==> config.mk <==
export PLATFORM = sky130hd
export DESIGN_NAME = clock_set_ctrl
export DESIGN_NICKNAME = d
export VERILOG_FILES = /design/src/rtl/clock_pkg.sv /design/src/rtl/key_debounce.sv /design/src/rtl/clock_set_ctrl.sv
export SDC_FILE = /design/constraint.sdc
export NUM_CORES = 1
export LEC_CHECK = 0
export ABC_AREA = 1
export CAP_MARGIN = 15
export CORE_ASPECT_RATIO = 1.5
export CORE_UTILIZATION = 40
export DETAILED_ROUTE_END_ITERATION = 8
export PLACE_DENSITY = 0.61
export SYNTH_ARGS = -nofsm -noshare
export SYNTH_HDL_FRONTEND = slang
export SYNTH_SLANG_ARGS = --single-unit
==> constraint.sdc <==
create_clock -name clk -period 1.45 [get_ports clk]
set_clock_uncertainty 0.1 [all_clocks]
set_input_delay 0.29 -clock clk [delete_from_list [all_inputs] [get_ports clk]]
set_output_delay 0.29 -clock clk [all_outputs]
set_load 0.05 [all_outputs]
==> src/rtl/clock_pkg.sv <==
// Shared constants for the digital clock controller: mode encoding,
// default timing values and a counter-width helper.
package clock_pkg;

  localparam logic [1:0] MODE_RUN      = 2'd0;
  localparam logic [1:0] MODE_SET_HOUR = 2'd1;
  localparam logic [1:0] MODE_SET_MIN  = 2'd2;

  localparam int DEF_CLK_HZ       = 1000;
  localparam int DEF_DEBOUNCE_CYC = 20;
  localparam int DEF_REPEAT_DLY   = 500;
  localparam int DEF_REPEAT_CYC   = 200;
  localparam int DEF_BLINK_HALF   = 250;

  typedef enum logic [1:0] {
    ST_RUN      = MODE_RUN,
    ST_SET_HOUR = MODE_SET_HOUR,
    ST_SET_MIN  = MODE_SET_MIN
  } state_e;

  // Bits needed to hold the values 0..n-1 (never narrower than one bit).
  function automatic int cnt_w(input int n);
    return (n > 1) ? $clog2(n) : 1;
  endfunction

endpackage

==> src/rtl/key_debounce.sv <==
// Front-panel key conditioner: 2-flop synchronizer, stability counter,
// debounced level and a one-cycle press pulse on each accepted 0->1 change.
module key_debounce
  import clock_pkg::*;
#(
  parameter int DEBOUNCE_CYC = DEF_DEBOUNCE_CYC
) (
  input  logic clk,
  input  logic rst,
  input  logic key_raw,
  output logic level,
  output logic press
);

  localparam int            CW       = cnt_w(DEBOUNCE_CYC);
  localparam logic [CW-1:0] CNT_TERM = CW'(DEBOUNCE_CYC - 1);

  logic          sync1;
  logic          sync2;
  logic [CW-1:0] cnt;

  always_ff @(posedge clk) begin
    if (rst) begin
      sync1 <= 1'b0;
      sync2 <= 1'b0;
      cnt   <= '0;
      level <= 1'b0;
      press <= 1'b0;
    end else begin
      sync1 <= key_raw;
      sync2 <= sync1;
      press <= 1'b0;
      // Any sample that agrees with the current level restarts the count.
      if (sync2 != level) begin
        if (cnt == CNT_TERM) begin
          level <= sync2;
          press <= sync2;
          cnt   <= '0;
        end else begin
          cnt <= cnt + CW'(1);
        end
      end else begin
        cnt <= '0;
      end
    end
  end

endmodule

==> src/rtl/clock_set_ctrl.sv <==
// Digital clock mode/timing controller: 1 Hz prescaler, RUN/SET_HOUR/SET_MIN
// sequencing, minute/hour adjust pulses with auto-repeat, and set-field blink.
module clock_set_ctrl
  import clock_pkg::*;
#(
  parameter int CLK_HZ       = DEF_CLK_HZ,
  parameter int DEBOUNCE_CYC = DEF_DEBOUNCE_CYC,
  parameter int REPEAT_DLY   = DEF_REPEAT_DLY,
  parameter int REPEAT_CYC   = DEF_REPEAT_CYC,
  parameter int BLINK_HALF   = DEF_BLINK_HALF
) (
  input  logic       clk,
  input  logic       rst,
  input  logic       key_mode,
  input  logic       key_inc,
  output logic       tick_1hz,
  output logic       sec_clr,
  output logic       adj_min,
  output logic       adj_hour,
  output logic [1:0] mode,
  output logic       blink
);

  localparam int PW = cnt_w(CLK_HZ);
  localparam int RW = cnt_w(REPEAT_DLY);
  localparam int BW = cnt_w(BLINK_HALF);

  localparam logic [PW-1:0] PRESC_TERM = PW'(CLK_HZ - 1);
  localparam logic [RW-1:0] REP_TERM   = RW'(REPEAT_DLY - 1);
  localparam logic [RW-1:0] REP_RELOAD = RW'(REPEAT_DLY - REPEAT_CYC);
  localparam logic [BW-1:0] BLINK_TERM = BW'(BLINK_HALF - 1);

  state_e        state;
  logic [PW-1:0] presc;
  logic [RW-1:0] rep_cnt;
  logic          rep_active;
  logic [BW-1:0] blink_cnt;

  logic unused_mode_level;
  logic mode_press;
  logic inc_level;
  logic inc_press;
  logic inc_pulse;

  key_debounce #(.DEBOUNCE_CYC(DEBOUNCE_CYC)) u_key_mode (
    .clk     (clk),
    .rst     (rst),
    .key_raw (key_mode),
    .level   (unused_mode_level),
    .press   (mode_press)
  );

  key_debounce #(.DEBOUNCE_CYC(DEBOUNCE_CYC)) u_key_inc (
    .clk     (clk),
    .rst     (rst),
    .key_raw (key_inc),
    .level   (inc_level),
    .press   (inc_press)
  );

  // A fresh press always adjusts; a held key adjusts each time the repeat counter hits terminal.
  assign inc_pulse = inc_press | (rep_active & inc_level & (rep_cnt == REP_TERM));
  assign mode      = state;

  always_ff @(posedge clk) begin
    if (rst) begin
      state      <= ST_RUN;
      presc      <= '0;
      rep_cnt    <= '0;
      rep_active <= 1'b0;
      blink_cnt  <= '0;
      blink      <= 1'b0;
      tick_1hz   <= 1'b0;
      sec_clr    <= 1'b0;
      adj_min    <= 1'b0;
      adj_hour   <= 1'b0;
    end else begin
      tick_1hz <= 1'b0;
      sec_clr  <= 1'b0;
      adj_min  <= 1'b0;
      adj_hour <= 1'b0;
      if (mode_press) begin
        // A mode change wins over a coincident inc press and resets every per-state counter.
        presc      <= '0;
        rep_cnt    <= '0;
        rep_active <= 1'b0;
        blink_cnt  <= '0;
        blink      <= 1'b0;
        case (state)
          ST_RUN: begin
            state   <= ST_SET_HOUR;
            sec_clr <= 1'b1;
          end
          ST_SET_HOUR: state <= ST_SET_MIN;
          default:     state <= ST_RUN;
        endcase
      end else if (state == ST_RUN) begin
        rep_cnt    <= '0;
        rep_active <= 1'b0;
        blink_cnt  <= '0;
        blink      <= 1'b0;
        if (presc == PRESC_TERM) begin
          presc    <= '0;
          tick_1hz <= 1'b1;
        end else begin
          presc <= presc + PW'(1);
        end
      end else begin
        presc <= '0;
        if (blink_cnt == BLINK_TERM) begin
          blink_cnt <= '0;
          blink     <= ~blink;
        end else begin
          blink_cnt <= blink_cnt + BW'(1);
        end
        adj_hour <= inc_pulse & (state == ST_SET_HOUR);
        adj_min  <= inc_pulse & (state == ST_SET_MIN);
        if (inc_press) begin
          rep_active <= 1'b1;
          rep_cnt    <= '0;
        end else if (rep_active && inc_level) begin
          if (rep_cnt == REP_TERM) rep_cnt <= REP_RELOAD;
          else                     rep_cnt <= rep_cnt + RW'(1);
        end else begin
          rep_active <= 1'b0;
          rep_cnt    <= '0;
        end
      end
    end
  end

endmodule

==> results by group, run 1 <==
Synthesis
  • Mean Syn Cell Area: 8.02 sq um
  • Post-Synthesis Cells: 284
  • Top cells by area, synth: dfxtp_1 (47%), inv_1 (7.4%), nor2_1 (7.4%)
  • FF+latch count, synth: 53
  • Synth Warn #: 0
  • Register area share after synthesis: 0.466
  • Syn nets: between 200 and 300
  • Top cell type's share of synthesized area: 0.466
  • Top cell type by total area after synthesis: dfxtp_1
  • Post-synthesis cell type count: 28
  • Mapped cell area: 2280 sq um

Timing
  • Fmax: around 750 MHz
  • Slew Viols, Final: 0
  • Relative slew margins: 0.832
  • RSZ-0062 raised after global routing: false
  • Period utilization: 0.915
  • Count of final hold-check violations: 0
  • Min Tclk post-route: 1.33 ns
  • Setup Viol. Count Final: 0
  • Final worst slack: roughly 0.12 ns
  • Worst-margin pin slew: 0.251 ns

Floorplan
  • Die area: about 6000 sq um
  • CORE AREA: ~5500 sq um
  • Starting Density: 0.415
  • Die height: 94.4 microns
  • Num rows: 33
  • Die width: 63.6 microns
  • I/O pins: 11

Clocking
  • CTS tree: built
  • # hold bufs at CTS: 0
  • Htree depth: 2
  • Worst skew pair latency: 0.31 ns
  • Worst-path clk slew: about 0.090 ns
  • Num CTS Buffers: 5
  • Post-CTS Setup Inserts: 0
  • Post_cts resized: 0
  • Clock Sink Count: between 50 and 60
  • CTS max path bufs: 2
  • Root Driver: clkbuf_8

Placed design
  • Placed wire-length estimate: 2.82 mm
  • Pre-CTS WS: -0.134 ns
  • GPL Wtd Cong: a little under 0.8
  • Placed insts: 368
  • Port bufs: 10

Drt
  • WL per Instance: 9.66 microns
  • Routed via count divided by cell count: 4.65
  • Final WL: roughly 3.6 mm
  • ANT nets after route: 0
  • Iter 0 DRT Violations: 80
  • First-pass iteration count of the detailed router: 4
  • Drt drc: 0
  • DR vias: 1,747

Critical path
  • CP endpoint kind: register
  • CP dominant cell by count: nor2_1
  • Critical Path RT: 1.55 ns
  • Crit path launch: presc[0]$_SDFF_PP0_
  • CP bufs+invs: 0
  • Register-to-Register Path Depth: 6
  • Slowest-stage cell, CP: dfxtp_1
  • Stages on the worst setup path: 6
  • R2R Path Start: presc[0]$_SDFF_PP0_
  • Crit Path Class: reg2reg
  • Worst Path Arrival: 1.43 ns
  • Worst-path maximum fanout: 7
  • Critical Path, Cell by Cell: ha_1 > nand2_1 > nor2_1 > nand3_1 > nand2_4 > nor2_1
  • CP peak stage delay: ~0.37 ns
  • Startpoint Class: register
  • Critical path's top delay family: simple AND/OR/NAND/NOR gates

Power
  • Clock share of power: 0.359
  • NetSw: 0.519 mW
  • PD cells: 898 nW/um^2
  • Static Leakage: 1.02 nW
  • Internal power: 1.89 mW
  • Comb power frac: 0.027
  • Total power: 2.40 mW
  • Max rail drop VDD: 468 uV
  • Sw Ratio: 0.216
  • Flop pwr share: 0.614

GRT
  • Total GRT Usage: 0.140
  • Initial antenna violation count: 0
  • First-pass GRT wire length: around 6.6 mm
  • Pin count of the biggest net entering global routing: 17
  • Vias in the first global route: 1,593
  • GRT overflow: 0

Min path
  • Worst hold start: u_key_mode.sync1$_SDFF_PP0_
  • Hold Crit Class: reg2reg
  • Hold Path Depth: 2

Cells and area
  • Antenna Diode Count: 0
  • Nets: 315
  • Layout cell share with drive strength beyond 1: 0.173
  • P&R area growth vs syn: 17.5%
  • Fin cells: 376

Job
  • Number of max-cap violations: 0

Run status
  • Status: completed
[metrics by stage]
stage,hold slack [ns],setup TNS (ns),cell area [sq um],util
2_1_floorplan,0.288,0,2280,-
3_3_place_gp,0.290,-2.77,2560,0.467
3_5_place_dp,0.293,-3.33,2560,0.467
4_1_cts,0.309,0,2660,0.484
5_1_grt,0.319,0,2680,0.488
6_report,0.306,0,2680,0.488
[kinds of logic after synthesis]
family / count (synthesis) / share of synthesized area
buffers and inverters: 49 / 0.0851
DFF: 53 / 0.466
adders and majority gates: 6 / 0.0329
and+or+nand+nor: 138 / 0.305
AOI/OAI and AO/OA: 27 / 0.0686
xor gates and xnor gates: 11 / 0.0423
[cells in the final DEF, fill, tap and decap left out, drive strengths merged]
cell and n:
ha 6, clkbuf 6, dfxtp 53, xnor2 2, a31oi 1, nor3b 1, inv 46, xor2 9
a21oi 20, clkdlybuf4s50 3, nor2 51, nand3b 3, or2 1, nor3 2, buf 12, o21ai 5
nand3 24, o22ai 1, nand2 46, nand4 8, nor4 2, clkinv 4
[routing by layer]
metal / vias to the layer above / track usage / wire length, microns
met1: 782 / 0.147 / 1580
met4: 0 / 0.0852 / 96
li1: 938 / - / -
met3: 7 / 0.0254 / 87
met5: - / 0 / 0
met2: 20 / 0.256 / 1860
[tightest hold or removal path, cell delays in order (launching register included)]
cell     delay (ns)
dfxtp_1        0.31
inv_1          0.04
nor2_1         0.03
[area by class of cell]
cell class              instances  area, sq um
clock inverters                 2         13.8
well taps                      70         87.6
clock buffers                   6         82.6
inverters                      48          183
multi-input cells             182         1040
flip-flops and latches         53         1060
fillers                       543         2810
repair buffers                 15          208
[worst paths after layout]
| kind | to | slack [ns] |
|---|---|---|
| setup / recovery | presc[5]$_SDFF_PP0_ | 0.12 |
| hold / removal | u_key_mode.sync2$_SDFF_PP0_ | 0.31 |
| setup reg to reg | presc[5]$_SDFF_PP0_ | 0.12 |
| hold reg to reg | u_key_mode.sync2$_SDFF_PP0_ | 0.31 |
[power groups by stage]
stage,logic (mW),registers (mW),clock network [mW]
floorplan,0.0424,1.51,0
global placement,0.0617,1.51,0
detailed placement,0.0638,1.51,0
CTS,0.0638,1.48,0.903
global route,0.0738,1.48,0.959
finish,0.0637,1.48,0.864
[state kept, by name (all words and copies together), names as in the netlist]
| name | flops |
|---|---|
| presc | 10 |
| rep_cnt | 9 |
| blink_cnt | 8 |
| u_key_inc.cnt | 5 |
| u_key_mode.cnt | 5 |
| mode | 2 |
| adj_hour | 1 |
| adj_min | 1 |
| blink | 1 |
| rep_active | 1 |
| sec_clr | 1 |
| tick_1hz | 1 |
| u_key_inc.level | 1 |
| u_key_inc.press | 1 |
| u_key_inc.sync1 | 1 |
| u_key_inc.sync2 | 1 |
| u_key_mode.level | 1 |
| u_key_mode.press | 1 |
| u_key_mode.sync1 | 1 |
| u_key_mode.sync2 | 1 |
[synth_stat cells]
cell and instances:
dfxtp_1 53, inv_1 45, nor2_1 45, nand2_1 37
nand3_1 22, a21oi_1 15, xor2_1 9, nand4_1 8
ha_1 6, a21oi_2 5, nand2_2 5, nor2_4 5
o21ai_0 5, nand2_4 4, nand3b_1 3, clkinv_2 2
nand3_2 2, nor4_1 2, xnor2_1 2, a31oi_1 1
buf_6 1, inv_2 1, nor2_2 1, nor3_1 1
nor3_2 1, nor3b_2 1, o22ai_1 1, or2_2 1
(Power assumes the default switching activity.)
==> run 2, diff against run 1 <==
Clock period 1.45 ns to 1.7 ns, I/O delays scaled along.
==> run 2 against run 1 <==
  * Non-clock buffer count down 3
  * Worst setup slack better by 0.20 ns
  * Critical endpoint is now u_key_inc.cnt[4]$_SDFF_PP0_
  * Critical path type unchanged
  * Clock power decreased by 18%
  * Critical path depth stayed put
  * Sequential share of layout area up 1.9 points
  * Register-to-register slack better by 0.20 ns
==> results by group, run 2 (synthesis results as in run 1) <==
Placed design
  • Placed wire-length estimate: 2.73 mm
  • Port bufs: 10
  • Placed Instance Area: 2460 sq um
  • GPL Wtd Cong: between 0.8 and 0.9
  • Pre-CTS WS: 0.0536 ns

GRT
  • Vias in the first global route: approximately 1.6k
  • Total GRT Usage: 0.136
  • Initial antenna violation count: 0
  • First-pass GRT wire length: 6.48 mm
  • Pin count of the biggest net entering global routing: 17
  • GRT overflow: 0

Drt
  • DR vias: 1,707
  • First-pass iteration count of the detailed router: 4
  • ANT nets after route: 0
  • Routed via count divided by cell count: 4.58
  • Drt drc: 0
  • WL per Instance: 9.46 microns
  • Final WL: 3.53 mm
  • Iter 0 DRT Violations: 45

Timing
  • Final worst slack: 0.323 ns
  • Setup Viol. Count Final: 0
  • Slew Viols, Final: 0
  • Worst-margin pin slew: 0.241 ns
  • Min Tclk post-route: between 1 and 1.5 ns
  • Setup Total Neg Slack: 0 ns
  • WHS: roughly 0.31 ns
  • Count of final hold-check violations: 0
  • RSZ-0062 raised after global routing: false
  • Relative slew margins: 0.839
  • Fmax: 726 MHz
  • Period utilization: 0.810

Cells and area
  • Multi-input logic area: 1020 sq um
  • Register Area: 1060 sq um
  • Most frequent cells in the layout: dfxtp_1 (53), inv_1 (45), nor2_1 (45)
  • P&R area growth vs syn: 12.0%
  • Fillers: between 500 and 600
  • Layout cell share with drive strength beyond 1: 0.145
  • Nets: between 300 and 400
  • Final Instance Area: 2550 sq um
  • Biggest register: presc
  • Commonest non-fill, non-tap cell in the layout: dfxtp_1
  • Max reg flops: 10
  • Antenna Diode Count: 0
  • Biggest regs: presc (10), rep_cnt (9), blink_cnt (8)

Critical path
  • Critical Path, Cell by Cell: ha_1 > inv_1 > nor2_1 > nand3_1 > nand3_1 > nor2_1
  • Critical Path RT: 1.80 ns
  • Crit path launch: u_key_inc.cnt[0]$_SDFF_PP0_
  • CP bufs+invs: 1
  • R2R Path Start: u_key_inc.cnt[0]$_SDFF_PP0_
  • Worst Path Arrival: 1.47 ns
  • CP peak stage delay: 0.36 ns
  • CP endpoint kind: register
  • Worst-path maximum fanout: 5
  • Crit Path Class: reg2reg
  • Reg2Reg Capture Point: u_key_inc.cnt[4]$_SDFF_PP0_
  • Stages on the worst setup path: 6
  • Register-to-Register Path Depth: 6
  • Critical path's top delay family: simple AND/OR/NAND/NOR gates
  • Slowest-stage cell, CP: dfxtp_1
  • Reg2Reg Setup Slack: between 0.3 and 0.4 ns
  • Startpoint Class: register
  • Crit path to: u_key_inc.cnt[4]$_SDFF_PP0_

Clocking
  • Worst skew pair latency: 0.31 ns
  • CTS max path bufs: 2
  • Post_cts resized: 0
  • Clock Sink Count: between 50 and 60
  • Htree depth: 2
  • Root Driver: clkbuf_8
  • Worst-path clk slew: roughly 0.090 ns
  • Post-CTS Setup Inserts: 0
  • Num CTS Buffers: 5
  • # hold bufs at CTS: 0
  • CTS tree: built

Floorplan
  • Starting Density: 0.415
  • Die height: 94.4 microns
  • Die width: 63.6 microns
  • Num rows: 33
  • Die area: 6010 sq um
  • CORE AREA: approximately 5500 sq um
  • I/O pins: 11

Job
  • Number of max-cap violations: 0

Power
  • Total power: 2.01 mW
  • PD cells: 789 nW/um^2
  • Static Leakage: 0.971 nW
  • Max rail drop VDD: 429 uV

Min path
  • Hold Crit Class: reg2reg

Run status
  • Status: completed
==> run 2: worst reg2reg max path: stages (launching register included) <==
cell,delay (ns)
dfxtp_1,0.36
ha_1,0.18
inv_1,0.06
nor2_1,0.16
nand3_1,0.14
nand3_1,0.21
nor2_1,0.07
==> run 2: cell type report <==
cell class,count,share of cell area
tap,70,0.0343
inverter,48,0.0716
multi-input combinational,182,0.401
clock buffer,6,0.0284
timing repair buffer,12,0.0431
clock inverter,2,0.00588
sequential,53,0.416
==> run 2: stage by stage <==
stage / util / instances
floorplan: - / 284
global placement: 0.449 / 365
detailed placement: 0.449 / 365
CTS: 0.465 / 373
global route: 0.465 / 373
finish: 0.465 / 373
==> run 2: worst min path at each step <==
stage	start	end	depth (start not counted)	slack (ns)
after floorplan	u_key_inc.sync1$_SDFF_PP0_	u_key_inc.sync2$_SDFF_PP0_	2	0.29
after global placement	u_key_mode.sync1$_SDFF_PP0_	u_key_mode.sync2$_SDFF_PP0_	2	0.29
after detailed placement	u_key_mode.sync1$_SDFF_PP0_	u_key_mode.sync2$_SDFF_PP0_	2	0.30
after CTS	u_key_mode.sync1$_SDFF_PP0_	u_key_mode.sync2$_SDFF_PP0_	2	0.31
after global routing	u_key_mode.sync1$_SDFF_PP0_	u_key_mode.sync2$_SDFF_PP0_	2	0.34
final	u_key_inc.sync1$_SDFF_PP0_	u_key_inc.sync2$_SDFF_PP0_	2	0.31
==> run 2: layer usage <==
metal  routed length (microns)  global-route usage
met1                      1590               0.152
met2                      1730               0.235
met3                       124              0.0362
met4                        78              0.0682
met5                         0                   0
==> run 2: power breakdown <==
part	internal, mW	switching, mW
registers	1.25	0.00715
clock network	0.291	0.414
logic	0.0220	0.0275
total	1.57	0.449
==> run 3, diff against run 2 <==
Settings changed: PLACE_DENSITY 0.61 to 0.63.
Clock period 1.7 ns to 1.2 ns, I/O delays scaled along.
==> run 3 against run 2 <==
  * Via count up 8.6%
  * Total power is 55% higher
  * Die area stayed put
  * Sequential power increased by 41%
  * Hold slack lost 0.0049 ns
  * Largest cell class is now multi-input combinational cells
  * Largest power group unchanged
  * Sequential share of layout area fell by 7.0 points
  * Critical path depth unchanged
==> results by group, run 3 (synthesis results as in run 1) <==
Run status
  • Status: completed

Cells and area
  • Antenna Diode Count: 0
  • Post-Route Utilization: 0.581
  • Nets: 336
  • Max reg flops: 10
  • Register Area: roughly 1100 sq um
  • Biggest regs: presc (10), rep_cnt (9), blink_cnt (8)
  • Layout cell share with drive strength beyond 1: 0.425
  • Biggest register: presc
  • Commonest non-fill, non-tap cell in the layout: inv_1
  • Fillers: around 510
  • Most frequent cells in the layout: inv_1 (37), nand2_1 (33), nor2_1 (30), dfxtp_1 (30), buf_4 (22)
  • Fin cells: 397
  • Multi-input logic area: about 1300 sq um
  • P&R area growth vs syn: 40.1%

Floorplan
  • Die height: about 94 microns
  • CORE AREA: around 5500 sq um
  • Die area: around 6000 sq um
  • Die width: 63.6 microns
  • Starting Density: 0.415
  • I/O pins: 11
  • Num rows: 33

GRT
  • Total GRT Usage: 0.143
  • Vias in the first global route: 1,714
  • Initial antenna violation count: 0
  • GRT overflow: 0
  • Pin count of the biggest net entering global routing: 16
  • First-pass GRT wire length: between 6 and 7 mm

Drt
  • First-pass iteration count of the detailed router: 4
  • DR vias: 1,853
  • Iter 0 DRT Violations: 80
  • ANT nets after route: 0
  • Final WL: 4.20 mm
  • Routed via count divided by cell count: 4.67
  • WL per Instance: 10.6 microns
  • Drt drc: 0

Timing
  • Period utilization: 0.996
  • Setup Viol. Count Final: 0
  • Count of final hold-check violations: 0
  • Final worst slack: roughly 0.0045 ns
  • Min Tclk post-route: 1.20 ns
  • RSZ-0062 raised after global routing: true
  • Slew Viols, Final: 0
  • Relative slew margins: 0.836
  • Worst-margin pin slew: ~0.24 ns
  • Setup Total Neg Slack: 0 ns
  • WHS: 0.305 ns
  • Fmax: 836 MHz

Critical path
  • Critical Path RT: 1.30 ns
  • Worst Path Arrival: 1.30 ns
  • Crit Path Class: reg2reg
  • Worst-path maximum fanout: 4
  • Startpoint Class: register
  • CP endpoint kind: register

Placed design
  • GPL Wtd Cong: approximately 0.78
  • Placed wire-length estimate: 2.82 mm
  • Placed insts: around 380
  • Port bufs: 10
  • Pre-CTS WS: -0.328 ns

Power
  • Static Leakage: 1.17 nW
  • PD cells: ~1000 nW/um^2
  • Sw Ratio: 0.197
  • NetSw: between 0.6 and 0.7 mW
  • Clock share of power: 0.392
  • Comb power frac: 0.037
  • Internal power: 2.51 mW
  • Max rail drop VDD: about 750 uV
  • Flop pwr share: 0.571

Clocking
  • Clock Sink Count: 53
  • Root Driver: clkbuf_8
  • Worst skew pair latency: 0.30 ns
  • Htree depth: 2
  • Num CTS Buffers: 5
  • Worst-path clk slew: 0.09 ns
  • CTS tree: built
  • CTS max path bufs: 2

Min path
  • Hold Crit Class: reg2reg

Job
  • Number of max-cap violations: 0
[run 3: cell type report]
class                           count  area share
Clock buffer                        7      0.0270
Clock inverter                      1     0.00941
Inverter                           48      0.0588
Multi-Input combinational cell    182       0.413
Sequential cell                    53       0.345
Tap cell                           70      0.0274
Timing Repair Buffer               36       0.119
[run 3: layer usage]
metal	vias to the layer above	share of wire	wire [microns]	track usage
li1	978	-	-	-
met1	850	0.42	1780	0.149
met2	19	0.54	2260	0.270
met3	6	0.022	93	0.0302
met4	0	0.016	68	0.0606
met5	-	0	0	0
[run 3: worst paths after layout]
check	startpoint	endpoint	slack [ns]	cells after the start
worst max-delay path	blink_cnt[0]$_SDFF_PP0_	blink_cnt[5]$_SDFF_PP0_	0.005	6
worst min-delay path	u_key_mode.sync1$_SDFF_PP0_	u_key_mode.sync2$_SDFF_PP0_	0.30	2
worst max register to register	blink_cnt[0]$_SDFF_PP0_	blink_cnt[5]$_SDFF_PP0_	0.005	6
worst min register to register	u_key_mode.sync1$_SDFF_PP0_	u_key_mode.sync2$_SDFF_PP0_	0.30	2
[run 3: power by group through the flow]
stage | Clock, mW | Sequential [mW] | Combinational, mW
after detailed placement | 0 | 1.82 | 0.0912
after floorplan | 0 | 1.82 | 0.0512
final | 1.22 | 1.78 | 0.114
after global placement | 0 | 1.82 | 0.0900
after global routing | 1.33 | 1.79 | 0.127
after CTS | 1.26 | 1.78 | 0.0961
[run 3: through the flow]
step	total power, mW	instance area, sq um
2_1_floorplan	1.87	2290
3_3_place_gp	1.91	2690
3_5_place_dp	1.91	2690
4_1_cts	3.14	2940
5_1_grt	3.24	3190
6_report	3.12	3190
[run 3: repair_timing]
item | 4_1_cts | 5_1_grt
endpoints found under the setup margin | 37 | 44
hold buffers | 0 | 0
buffers inserted | 1 | 4
resized for setup | 38 | 66
pin swaps | 16 | 28
[run 3: worst max-delay path: stages, from the launching register on]
cell and delay (ns):
dfxtp_4 0.39, buf_4 0.10, buf_4 0.10, nand3_4 0.10
nor2_4 0.14, xnor2_2 0.11, nor2_1 0.06
